$ cat src/rtl/ej32_pkg.sv
// Shared types and defaults for the EJ32 instruction fetch unit.
package ej32_pkg;
  localparam int ASZ_DEF      = 17;
  localparam int IB_DEPTH_DEF = 4;

  typedef enum logic [0:0] {
    IDLE  = 1'b0,
    FETCH = 1'b1
  } fetch_st_t;
endpackage

$ cat src/rtl/ej32_fetch_if.sv
// Memory read port plus decoder-facing instruction byte stream of the fetch unit.
interface ej32_fetch_if
  import ej32_pkg::*;
#(
  parameter int ASZ      = ASZ_DEF,
  parameter int IB_DEPTH = IB_DEPTH_DEF
);
  localparam int LW = $clog2(IB_DEPTH) + 1;

  logic           mem_req;
  logic [ASZ-1:0] mem_addr;
  logic           mem_ack;
  logic [7:0]     mem_data;
  logic           ib_valid;
  logic           ib_ready;
  logic [7:0]     ib_data;
  logic [ASZ-1:0] ib_p;
  logic [LW-1:0]  ib_level;

  modport master (
    output mem_req, mem_addr, ib_valid, ib_data, ib_p, ib_level,
    input  mem_ack, mem_data, ib_ready
  );

  modport slave (
    input  mem_req, mem_addr, ib_valid, ib_data, ib_p, ib_level,
    output mem_ack, mem_data, ib_ready
  );
endinterface

$ cat src/rtl/ej32_ibuf.sv
// Address-tagged instruction byte FIFO with flush; DEPTH must be a power of 2 (>= 2).
module ej32_ibuf
  import ej32_pkg::*;
#(
  parameter int AW    = ASZ_DEF,
  parameter int DEPTH = IB_DEPTH_DEF
) (
  input  logic                     clk,
  input  logic                     rst,
  input  logic                     push,
  input  logic [AW-1:0]            push_addr,
  input  logic [7:0]               push_data,
  input  logic                     pop,
  input  logic                     flush,
  output logic                     valid,
  output logic [AW-1:0]            head_addr,
  output logic [7:0]               head_data,
  output logic [$clog2(DEPTH):0]   level
);
  localparam int PW = $clog2(DEPTH);
  localparam int LW = PW + 1;
  localparam logic [LW-1:0] FULL = LW'(DEPTH);

  logic [AW-1:0] addr_q [DEPTH];
  logic [AW-1:0] addr_d [DEPTH];
  logic [7:0]    data_q [DEPTH];
  logic [7:0]    data_d [DEPTH];
  logic [PW-1:0] head_q, head_d, tail_q, tail_d;
  logic [LW-1:0] level_q, level_d;
  logic          push_ok_s, pop_ok_s;

  always_comb begin
    pop_ok_s  = pop && (level_q != '0);
    push_ok_s = push && ((level_q != FULL) || pop_ok_s);
    addr_d    = addr_q;
    data_d    = data_q;
    head_d    = head_q;
    tail_d    = tail_q;
    level_d   = level_q;
    if (flush) begin
      head_d  = '0;
      tail_d  = '0;
      level_d = '0;
    end else begin
      if (push_ok_s) begin
        addr_d[tail_q] = push_addr;
        data_d[tail_q] = push_data;
        tail_d         = tail_q + PW'(1);
      end else begin
        tail_d = tail_q;
      end
      if (pop_ok_s) begin
        head_d = head_q + PW'(1);
      end else begin
        head_d = head_q;
      end
      case ({push_ok_s, pop_ok_s})
        2'b10:   level_d = level_q + LW'(1);
        2'b01:   level_d = level_q - LW'(1);
        default: level_d = level_q;
      endcase
    end
  end

  always_ff @(posedge clk or posedge rst) begin
    if (rst) begin
      addr_q  <= '{default: '0};
      data_q  <= '{default: '0};
      head_q  <= '0;
      tail_q  <= '0;
      level_q <= '0;
    end else begin
      addr_q  <= addr_d;
      data_q  <= data_d;
      head_q  <= head_d;
      tail_q  <= tail_d;
      level_q <= level_d;
    end
  end

  assign valid     = (level_q != '0);
  assign head_addr = addr_q[head_q];
  assign head_data = data_q[head_q];
  assign level     = level_q;
endmodule

$ cat src/rtl/ej32_fetch.sv
// EJ32 instruction fetch: byte-wide memory requester feeding a small tagged byte buffer.
module ej32_fetch
  import ej32_pkg::*;
#(
  parameter int ASZ      = ASZ_DEF,
  parameter int IB_DEPTH = IB_DEPTH_DEF
) (
  input  logic           clk,
  input  logic           rst,
  input  logic           fetch_en,
  input  logic           br_psel,
  input  logic [ASZ-1:0] br_p,
  ej32_fetch_if.master   bus
);
  localparam int LW = $clog2(IB_DEPTH) + 1;
  localparam logic [LW-1:0] FULL   = LW'(IB_DEPTH);
  localparam logic [LW-1:0] ALMOST = LW'(IB_DEPTH - 1);

  fetch_st_t      state_q, state_d;
  logic [ASZ-1:0] fa_q, fa_d;
  logic           accept_s, pop_s, valid_s;
  logic [LW-1:0]  level_s;
  logic [ASZ-1:0] head_addr_s;
  logic [7:0]     head_data_s;

  // A redirect overrides everything: the ack and pop of that cycle are dropped.
  always_comb begin
    accept_s = (state_q == FETCH) && bus.mem_ack && !br_psel;
    pop_s    = valid_s && bus.ib_ready && !br_psel;
    state_d  = state_q;
    fa_d     = fa_q;
    if (br_psel) begin
      fa_d    = br_p;
      state_d = fetch_en ? FETCH : IDLE;
    end else begin
      if (accept_s) begin
        fa_d = fa_q + ASZ'(1);
      end else begin
        fa_d = fa_q;
      end
      case (state_q)
        IDLE: begin
          if (fetch_en && (level_s < FULL)) begin
            state_d = FETCH;
          end else begin
            state_d = IDLE;
          end
        end
        FETCH: begin
          if (!fetch_en) begin
            state_d = IDLE;
          end else if (accept_s && !pop_s && (level_s == ALMOST)) begin
            state_d = IDLE;
          end else begin
            state_d = FETCH;
          end
        end
        default: state_d = IDLE;
      endcase
    end
  end

  always_ff @(posedge clk or posedge rst) begin
    if (rst) begin
      state_q <= IDLE;
      fa_q    <= '0;
    end else begin
      state_q <= state_d;
      fa_q    <= fa_d;
    end
  end

  ej32_ibuf #(
    .AW    (ASZ),
    .DEPTH (IB_DEPTH)
  ) u_ibuf (
    .clk       (clk),
    .rst       (rst),
    .push      (accept_s),
    .push_addr (fa_q),
    .push_data (bus.mem_data),
    .pop       (pop_s),
    .flush     (br_psel),
    .valid     (valid_s),
    .head_addr (head_addr_s),
    .head_data (head_data_s),
    .level     (level_s)
  );

  assign bus.mem_req  = (state_q == FETCH);
  assign bus.mem_addr = fa_q;
  assign bus.ib_valid = valid_s;
  assign bus.ib_data  = head_data_s;
  assign bus.ib_p     = head_addr_s;
  assign bus.ib_level = level_s;
endmodule

$ cat src/flat_wrapper.sv
// flat-port wrapper written by rule: the top's interface ports become plain ports
module ej32_fetch_flat import ej32_pkg::*;
#(
  parameter int ASZ      = ASZ_DEF,
  parameter int IB_DEPTH = IB_DEPTH_DEF
)
  (clk, rst, fetch_en, br_psel, br_p, bus_mem_req, bus_mem_addr, bus_ib_valid, bus_ib_data, bus_ib_p, bus_ib_level, bus_mem_ack, bus_mem_data, bus_ib_ready);
  ej32_fetch_if #(.ASZ(ASZ), .IB_DEPTH(IB_DEPTH)) bus_i ();
  input  logic clk;
  input  logic rst;
  input  logic fetch_en;
  input  logic br_psel;
  input  logic [ASZ-1:0] br_p;
  output wire logic [$bits(bus_i.mem_req)-1:0] bus_mem_req;
  output wire logic [$bits(bus_i.mem_addr)-1:0] bus_mem_addr;
  output wire logic [$bits(bus_i.ib_valid)-1:0] bus_ib_valid;
  output wire logic [$bits(bus_i.ib_data)-1:0] bus_ib_data;
  output wire logic [$bits(bus_i.ib_p)-1:0] bus_ib_p;
  output wire logic [$bits(bus_i.ib_level)-1:0] bus_ib_level;
  input wire logic [$bits(bus_i.mem_ack)-1:0] bus_mem_ack;
  input wire logic [$bits(bus_i.mem_data)-1:0] bus_mem_data;
  input wire logic [$bits(bus_i.ib_ready)-1:0] bus_ib_ready;
  assign bus_mem_req = bus_i.mem_req;
  assign bus_mem_addr = bus_i.mem_addr;
  assign bus_ib_valid = bus_i.ib_valid;
  assign bus_ib_data = bus_i.ib_data;
  assign bus_ib_p = bus_i.ib_p;
  assign bus_ib_level = bus_i.ib_level;
  assign bus_i.mem_ack = bus_mem_ack;
  assign bus_i.mem_data = bus_mem_data;
  assign bus_i.ib_ready = bus_ib_ready;
  ej32_fetch #(.ASZ(ASZ), .IB_DEPTH(IB_DEPTH)) u_core (.clk(clk), .rst(rst), .fetch_en(fetch_en), .br_psel(br_psel), .br_p(br_p), .bus(bus_i));
endmodule
$ cat config.mk
export PLATFORM = sky130hd
export DESIGN_NAME = ej32_fetch_flat
export DESIGN_NICKNAME = d
export VERILOG_FILES = /design/src/rtl/ej32_pkg.sv /design/src/rtl/ej32_fetch_if.sv /design/src/rtl/ej32_ibuf.sv /design/src/rtl/ej32_fetch.sv /design/src/flat_wrapper.sv
export SDC_FILE = /design/constraint.sdc
export NUM_CORES = 1
export LEC_CHECK = 0
export BUFFER_PORTS_ARGS = -buffer_cell sky130_fd_sc_hd__buf_4
export CAP_MARGIN = 30
export CORE_UTILIZATION = 30
export DETAILED_ROUTE_END_ITERATION = 8
export PLACE_DENSITY = 0.5
export RECOVER_POWER = 50
export SLEW_MARGIN = 15
export SYNTH_ARGS = -nofsm -noshare
export SYNTH_HDL_FRONTEND = slang
export SYNTH_SLANG_ARGS = --single-unit
$ cat constraint.sdc
create_clock -name clk -period 3.8 [get_ports clk]
set_input_delay 0.19 -clock clk [delete_from_list [all_inputs] [get_ports clk]]
set_output_delay 0.19 -clock clk [all_outputs]
set_load 0.03 [all_outputs]
Yosys cells after proc, flatten, opt, wreduce, memory -nomap -nowiden
Cells that the tools add are included.

storage, ports and cells
  output and inout port bits = 47
  flip-flop bits (word level) = 125
  input bits = 31
  logic and storage cells = 75

cells by class
  reductions and logical operators = 19
  magnitude comparators = 4
  bitwise logic cells = 4
  muxes and demuxes = 26
  $add $sub $neg = 5
  eq/ne operators = 4

operators with widths
  kind                                                                   count
  17-bit 2-to-1 mux                                                      5
  68-bit bitwise mux                                                     1
  17-bit binary-select mux with 2-bit select                             1
  17-bit demux with 2-bit select                                         1
  32-bit bitwise mux                                                     1
  8-bit 2-to-1 mux                                                       3
  17-bit by 1-bit adder with 17-bit output, second input constant        1
  8-bit binary-select mux with 2-bit select                              1
  8-bit demux with 2-bit select                                          1
  1-bit logical AND                                                      10
  2-bit 2-to-1 mux                                                       4
  3-bit greater-or-equal comparator, second input constant               2
  2-bit NOT with 3-bit output                                            2
  3-bit one-hot mux with 2 select lines                                  1
  2-bit nonzero test                                                     3
  3-bit nonzero test                                                     2
  1-bit 2-to-1 mux                                                       5
  2-bit by 1-bit adder with 2-bit output, second input constant          2
  3-bit by 1-bit adder with 3-bit output, second input constant          1
  3-bit by 2-bit equality test with 1-bit output, second input constant  1
  3-bit by 1-bit < comparator with 1-bit output, second input constant   1
  3-bit < comparator, second input constant                              1
  3-bit 2-to-1 mux                                                       1
  3-bit inequality test, second input constant                           1
  8 further kinds                                                        10

Longest topological paths before layout
  word-level depth = 10
  mapped depth = 9
  mapped depth without buffers = 8

Hierarchy
From an unflattened synthesis, not the netlist that was laid out.

unflattened totals
  cells, all modules = 423
  area total of the unflattened synthesis = 6304.8 um^2

modules (own cells, without submodules)
  module      cells an instance  seq. area each (um^2)  area each (um^2)  instances
  ej32_ibuf   304                2677.6                 5226.3            1
  ej32_fetch  119                450.4                  1078.5            1

Worst setup path before layout
OpenSTA, ideal clock, no wires.

  path type = register to register
  start point = reg u_core.u_ibuf.level_q[2] (netlist: u_core.u_ibuf.level[2])
  end point = reg u_core.u_ibuf.level_q[2] (netlist: u_core.u_ibuf.level[2])
  cell stages (with the launch flop) = 9
  setup time = 82 ps
  buffers on the path = 1
  slack = 1393 ps
  data arrival time = 2325 ps
  clock period less this slack = 2407 ps
  required time = 3718 ps
  cells stage by stage = dfrtp_1 > clkbuf_1 > or3_2 > nand2_1 > nor3b_1 > fa_1 > o32ai_1 > nand2b_1 > a31oi_1

on the way
  longest elaborated chain between the ends = 9
  elaborated cells between the ends (all ways) = 14
  those cells by class = add/sub (2); eq/ne (3); mux (2); reduce/logical (7)

RTL lines
  item                                                                                          line                source
  start: declaration                                                                            ej32_ibuf.sv:29     logic [LW-1:0] level_q, level_d;
  start signal: assignment                                                                      ej32_ibuf.sv:77     level_q <= level_d;
  3-bit nonzero test (*)                                                                        ej32_ibuf.sv:81     assign valid = (level_q != '0);
  via bus_ib_valid                                                                              flat_wrapper.sv:16  output wire logic [$bits(bus_i.ib_valid)-1:0] bus_ib_valid;
  1-bit logical AND (2 in series)                                                               ej32_fetch.sv:29    pop_s = valid_s && bus.ib_ready && !br_psel;
  1-bit logical AND (*)                                                                         ej32_ibuf.sv:33     pop_ok_s = pop && (level_q != '0);
  1-bit logical OR                                                                              ej32_ibuf.sv:34     push_ok_s = push && ((level_q != FULL) || pop_ok_s);
  1-bit logical AND                                                                             ej32_ibuf.sv:34
  2-bit by 1-bit equality test with 1-bit output / 2-bit equality test (equally long branches)  ej32_ibuf.sv:57     case ({push_ok_s, pop_ok_s})
  3-bit one-hot mux with 2 select lines                                                         ej32_ibuf.sv:57
  3-bit 2-to-1 mux                                                                              ej32_ibuf.sv:40     if (flush) begin

Mark *: on every way through the listed nets, which the timed path passes. The rest lies on a longest branch.
A chain may end at the register's enable or synchronous reset.

Worst setup path in the final report
  start point = reg u_core.state_q (netlist: u_core.bus.mem_req)
  end point = reg u_core.u_ibuf.addr_q[31] in the netlist's numbering

on the way
  longest elaborated chain between the ends = 4

RTL lines
  item                                  line              source
  start: declaration                    ej32_fetch.sv:19  fetch_st_t state_q, state_d;
  start signal: assignment              ej32_fetch.sv:68  state_q <= state_d;
  1-bit logical AND (2 in series)       ej32_fetch.sv:28  accept_s = (state_q == FETCH) && bus.mem_ack && !br_psel;
  1-bit logical AND                     ej32_ibuf.sv:34
  2-bit AND reduction (no source line)  n/a
  end signal: assignment                ej32_ibuf.sv:73   addr_q <= addr_d;
  end: declaration                      ej32_ibuf.sv:24   logic [AW-1:0] addr_q [DEPTH];

No other way between the ends.

==> flow_results.xml <==
<?xml version="1.0" encoding="UTF-8"?>
<metrics>
  <group name="status">
    <metric name="status" unit="">complete, no violations</metric>
  </group>
  <group name="drt">
    <metric name="firstDrtPassIters" unit="">4</metric>
    <metric name="drc" unit="">0</metric>
    <metric name="wirelength" unit="mm">14.13</metric>
    <metric name="via_count" unit="">3753</metric>
    <metric name="detail_route.vias_per_cell" unit="">4.715</metric>
    <metric name="route.antenna.remaining_nets" unit="">0</metric>
    <metric name="route.detailed.wl_per_inst" unit="µm">17.75</metric>
    <metric name="drt_iter0_drc" unit="">144</metric>
  </group>
  <group name="synth">
    <metric name="synth_flop_cell" unit="">dfrtp_1</metric>
    <metric name="netlist-cell-type-count" unit="">42</metric>
    <metric name="synth-seq-cells" unit="">125</metric>
    <metric name="synth-seq-area-share" unit="%">49.54</metric>
    <metric name="ys_async_sr_fraction" unit="%">100.0</metric>
    <metric name="ys_warns" unit="">0</metric>
    <metric name="post_synth_inst_count" unit="">425</metric>
    <metric name="netlist_area" unit="µm²">6314</metric>
    <metric name="syn-mean-instance-area" unit="µm²">14.86</metric>
    <metric name="mappedNetlistNets" unit="">462</metric>
    <metric name="synth-edff-count" unit="">0</metric>
  </group>
  <group name="worst_setup_path">
    <metric name="critPathMaxStageDelay" unit="ns">0.85</metric>
    <metric name="critical_path.cell_chain" unit="">nand2_1 -&gt; a311oi_2 -&gt; and2_2 -&gt; mux2_2</metric>
    <metric name="crit_path_max_fanout" unit="">25</metric>
    <metric name="cpMaxStageDelayCell" unit="">and2_2</metric>
    <metric name="critical_path.startpoint_type" unit="">flop</metric>
    <metric name="cp_class" unit="">reg -&gt; reg</metric>
    <metric name="required" unit="ns">4.11</metric>
    <metric name="worst_ep_arrival_time" unit="ns">2.92</metric>
    <metric name="cp-end-kind" unit="">flop</metric>
  </group>
  <group name="place">
    <metric name="portBuffers" unit="">77</metric>
    <metric name="dp_worst_setup_slack" unit="ns">1.330</metric>
    <metric name="detailed_place_hpwl" unit="mm">9.120</metric>
    <metric name="dpl_cell_area" unit="µm²">7012</metric>
    <metric name="place.gp.congestion" unit="">0.7265</metric>
  </group>
  <group name="layout">
    <metric name="final_design_area_no_fill" unit="µm²">7702</metric>
    <metric name="drive_gt1_share" unit="%">44.30</metric>
    <metric name="n_fill_cell" unit="">1986</metric>
    <metric name="layout.cells.most_common" unit="">dfrtp_1</metric>
    <metric name="flow.area_growth_from_synthesis" unit="%">22.00</metric>
    <metric name="num-nets-final" unit="">550</metric>
    <metric name="final_core_util" unit="%">37.70</metric>
    <metric name="sequential_cell_area" unit="µm²">3129</metric>
    <metric name="insertedDiodeCount" unit="">0</metric>
    <metric name="multi_input_area" unit="µm²">2834</metric>
    <metric name="most-common-layout-cells" unit="">dfrtp_1 (124), mux2_4 (80), buf_4 (59), mux4_2 (25), nand2_1 (24)</metric>
  </group>
  <group name="clock_network">
    <metric name="cts_root_buffer" unit="">clkbuf_16</metric>
    <metric name="tritoncts" unit="">yes</metric>
    <metric name="worst_skew_pair.late_latency" unit="ns">0.43</metric>
    <metric name="cts.path.max_buffers" unit="">2</metric>
    <metric name="cts.repair.resized" unit="">0</metric>
    <metric name="clock_tree.htree_level_count" unit="">4</metric>
    <metric name="post_cts_setup_buffer_count" unit="">0</metric>
    <metric name="numCtsBuffers" unit="">17</metric>
    <metric name="cts_num_sinks" unit="">125</metric>
    <metric name="post_cts_hold_buffers" unit="">19</metric>
    <metric name="clk_pin_slew" unit="ns">0.06</metric>
  </group>
  <group name="die">
    <metric name="die_height" unit="µm">147.1</metric>
    <metric name="placementRows" unit="">52</metric>
    <metric name="die_ar" unit="µm²">21630</metric>
    <metric name="io_pins" unit="">78</metric>
    <metric name="die_w" unit="µm">147.1</metric>
    <metric name="coreArea" unit="µm²">20430</metric>
    <metric name="initial_utilization" unit="%">30.90</metric>
  </group>
  <group name="timing">
    <metric name="timing.final.crit_period" unit="ns">2.614</metric>
    <metric name="achievable-frequency" unit="GHz">0.3825</metric>
    <metric name="fin_skew" unit="ns">0.009513</metric>
    <metric name="post-route-worst-setup-slack" unit="ns">1.186</metric>
    <metric name="worst-slew-pin-transition" unit="ns">1.408</metric>
    <metric name="drv_slew" unit="">0</metric>
    <metric name="max_slew_margin" unit="%">6.104</metric>
    <metric name="finalHoldWorstSlack" unit="ns">0.01943</metric>
    <metric name="finalHoldViolations" unit="">0</metric>
    <metric name="setup_repair_after_global_routing_missed_its_margin" unit="">false</metric>
    <metric name="totalNegativeSetupSlack" unit="ns">0</metric>
    <metric name="report.final.setup_viol" unit="">0</metric>
    <metric name="fin_crit_sh" unit="%">68.80</metric>
  </group>
  <group name="pwr">
    <metric name="leakage" unit="µW">0.003349</metric>
    <metric name="power.combinational.fraction" unit="%">23.1</metric>
    <metric name="seqPwrFrac" unit="%">39.5</metric>
    <metric name="p_int" unit="µW">3127</metric>
    <metric name="vdd_drop_max" unit="mV">0.3079</metric>
    <metric name="sw_frac_of_total" unit="%">28.67</metric>
    <metric name="pwr_density" unit="nW/µm²">569.2</metric>
    <metric name="power.switching" unit="µW">1257</metric>
    <metric name="clock_power_share" unit="%">37.4</metric>
  </group>
  <group name="grt">
    <metric name="maximum_number_of_pins_on_one_net_before_global_route_repair" unit="">55</metric>
    <metric name="grt_antenna_before_repair" unit="">0</metric>
    <metric name="gr-usage-all-layers" unit="%">14.18</metric>
    <metric name="grt_pass1_vias" unit="">4167</metric>
    <metric name="global_route.overflow_total" unit="">0</metric>
    <metric name="grt_first_pass_wirelength" unit="mm">23.25</metric>
  </group>
  <group name="min_path">
    <metric name="hp-class" unit="">in -&gt; reg</metric>
  </group>
  <group name="flow_run">
    <metric name="max_cap_viol_count" unit="">0</metric>
  </group>
</metrics>
[per-layer routing]
| layer | GRT usage, % | wire length [µm] | up-vias |
|---|---|---|---|
| met3 | 3.012 | 348 | 17 |
| li1 | - | - | 1717 |
| met5 | 0 | 0 | - |
| met2 | 22.55 | 6822 | 60 |
| met1 | 18.76 | 6746 | 1959 |
| met4 | 5.876 | 214 | 0 |
[final timing paths]
| kind | from | to | slack (ns) | depth (start not counted) |
|---|---|---|---|---|
| max | u_core.bus.mem_req | u_core.u_ibuf.addr_q[31] | 1.19 | 4 |
| min | bus_mem_data[1] | u_core.u_ibuf.data_q[17] | 0.02 | 2 |
| max reg2reg | u_core.bus.mem_req | u_core.u_ibuf.addr_q[31] | 1.19 | 4 |
| min reg2reg | u_core.u_ibuf.data_q[29] | u_core.u_ibuf.data_q[29] | 0.50 | 1 |
| max in group asynchronous | rst | u_core.u_ibuf.head_q[1] | 1.29 | 4 |
| min in group asynchronous | rst | u_core.u_ibuf.addr_q[49] | 0.55 | 3 |
[per-stage QoR]
stage          cells  power [µW]
4_1_cts          795        4460
5_1_grt          796        4579
3_3_place_gp     742        2755
3_5_place_dp     744        2785
2_1_floorplan    425        2448
6_report         796        4384
[power groups by stage]
stage,clock [µW],sequential (µW),combinational [µW]
finish,1640,1730,1010
global route,1730,1760,1080
CTS,1670,1730,1050
detailed placement,0,1750,1030
global placement,0,1740,1010
floorplan,0,1710,736
[sequential cells by signal, indices dropped and copies added (netlist names)]
name	cells
u_core.bus.mem_addr	17
u_core.u_ibuf.level	3
u_core.u_ibuf.addr_q	68
u_core.u_ibuf.head_q	2
u_core.u_ibuf.data_q	32
u_core.bus.mem_req	1
u_core.u_ibuf.tail_q	2
[logic make-up (layout without fill, tap and decap cells)]
kind of cell             Yosys count  count (layout)  synth area share (%)
adder cells (fa/ha/maj)            6               6                 1.308
flip-flops                       125             125                 49.54
AO/OA/AOI/OAI                     29              29                 3.052
buffers and inverters             45             146                 5.529
XOR/XNOR                          17              17                 2.358
multiplexers                     129             129                 32.14
AND/OR/NAND/NOR                   74              74                 6.064
[worst max-delay path, delay by kind of cell, from the launching register on]
kind,cells,cell delay (ns)
flops,1,0.50
simple gates,2,1.16
compound gates,1,0.39
mux,1,0.42
[cell type report]
| cell class | instances | share of cell area, % |
|---|---|---|
| well taps | 270 | 4.386 |
| repair buffers | 102 | 9.828 |
| multi-input cells | 255 | 36.79 |
| clock buffers | 17 | 5.523 |
| flip-flops and latches | 125 | 40.63 |
| inverters | 12 | 0.6010 |
| clock inverters | 15 | 2.242 |
[synth_stat cells (2+ instances only)]
cell | n | area (µm²)
a221o_1 | 2 | 20.02
buf_2 | 8 | 40.04
nor4_1 | 9 | 56.30
inv_1 | 12 | 45.04
nand3_1 | 7 | 35.03
or3_2 | 2 | 15.01
xnor2_1 | 14 | 122.6
o21ai_0 | 15 | 75.07
dfrtp_1 | 125 | 3128
buf_6 | 4 | 45.04
buf_4 | 2 | 15.01
mux2_2 | 20 | 225.2
mux2_4 | 80 | 1201
o2111ai_1 | 2 | 17.52
xor2_1 | 3 | 26.28
nor3_1 | 3 | 15.01
nor2b_1 | 2 | 12.51
clkbuf_1 | 8 | 30.03
ha_1 | 5 | 62.56
nand2_1 | 23 | 86.33
clkbuf_2 | 2 | 10.01
nor2_1 | 11 | 41.29
mux4_2 | 25 | 563.0
nor3b_1 | 3 | 22.52
a31oi_1 | 2 | 12.51
nand4_1 | 6 | 37.54
mux2i_1 | 4 | 40.04
a21oi_1 | 2 | 10.01
buf_12 | 8 | 160.2
and2_1 | 4 | 25.02
Note: power is estimated with default switching activity, not from simulation.
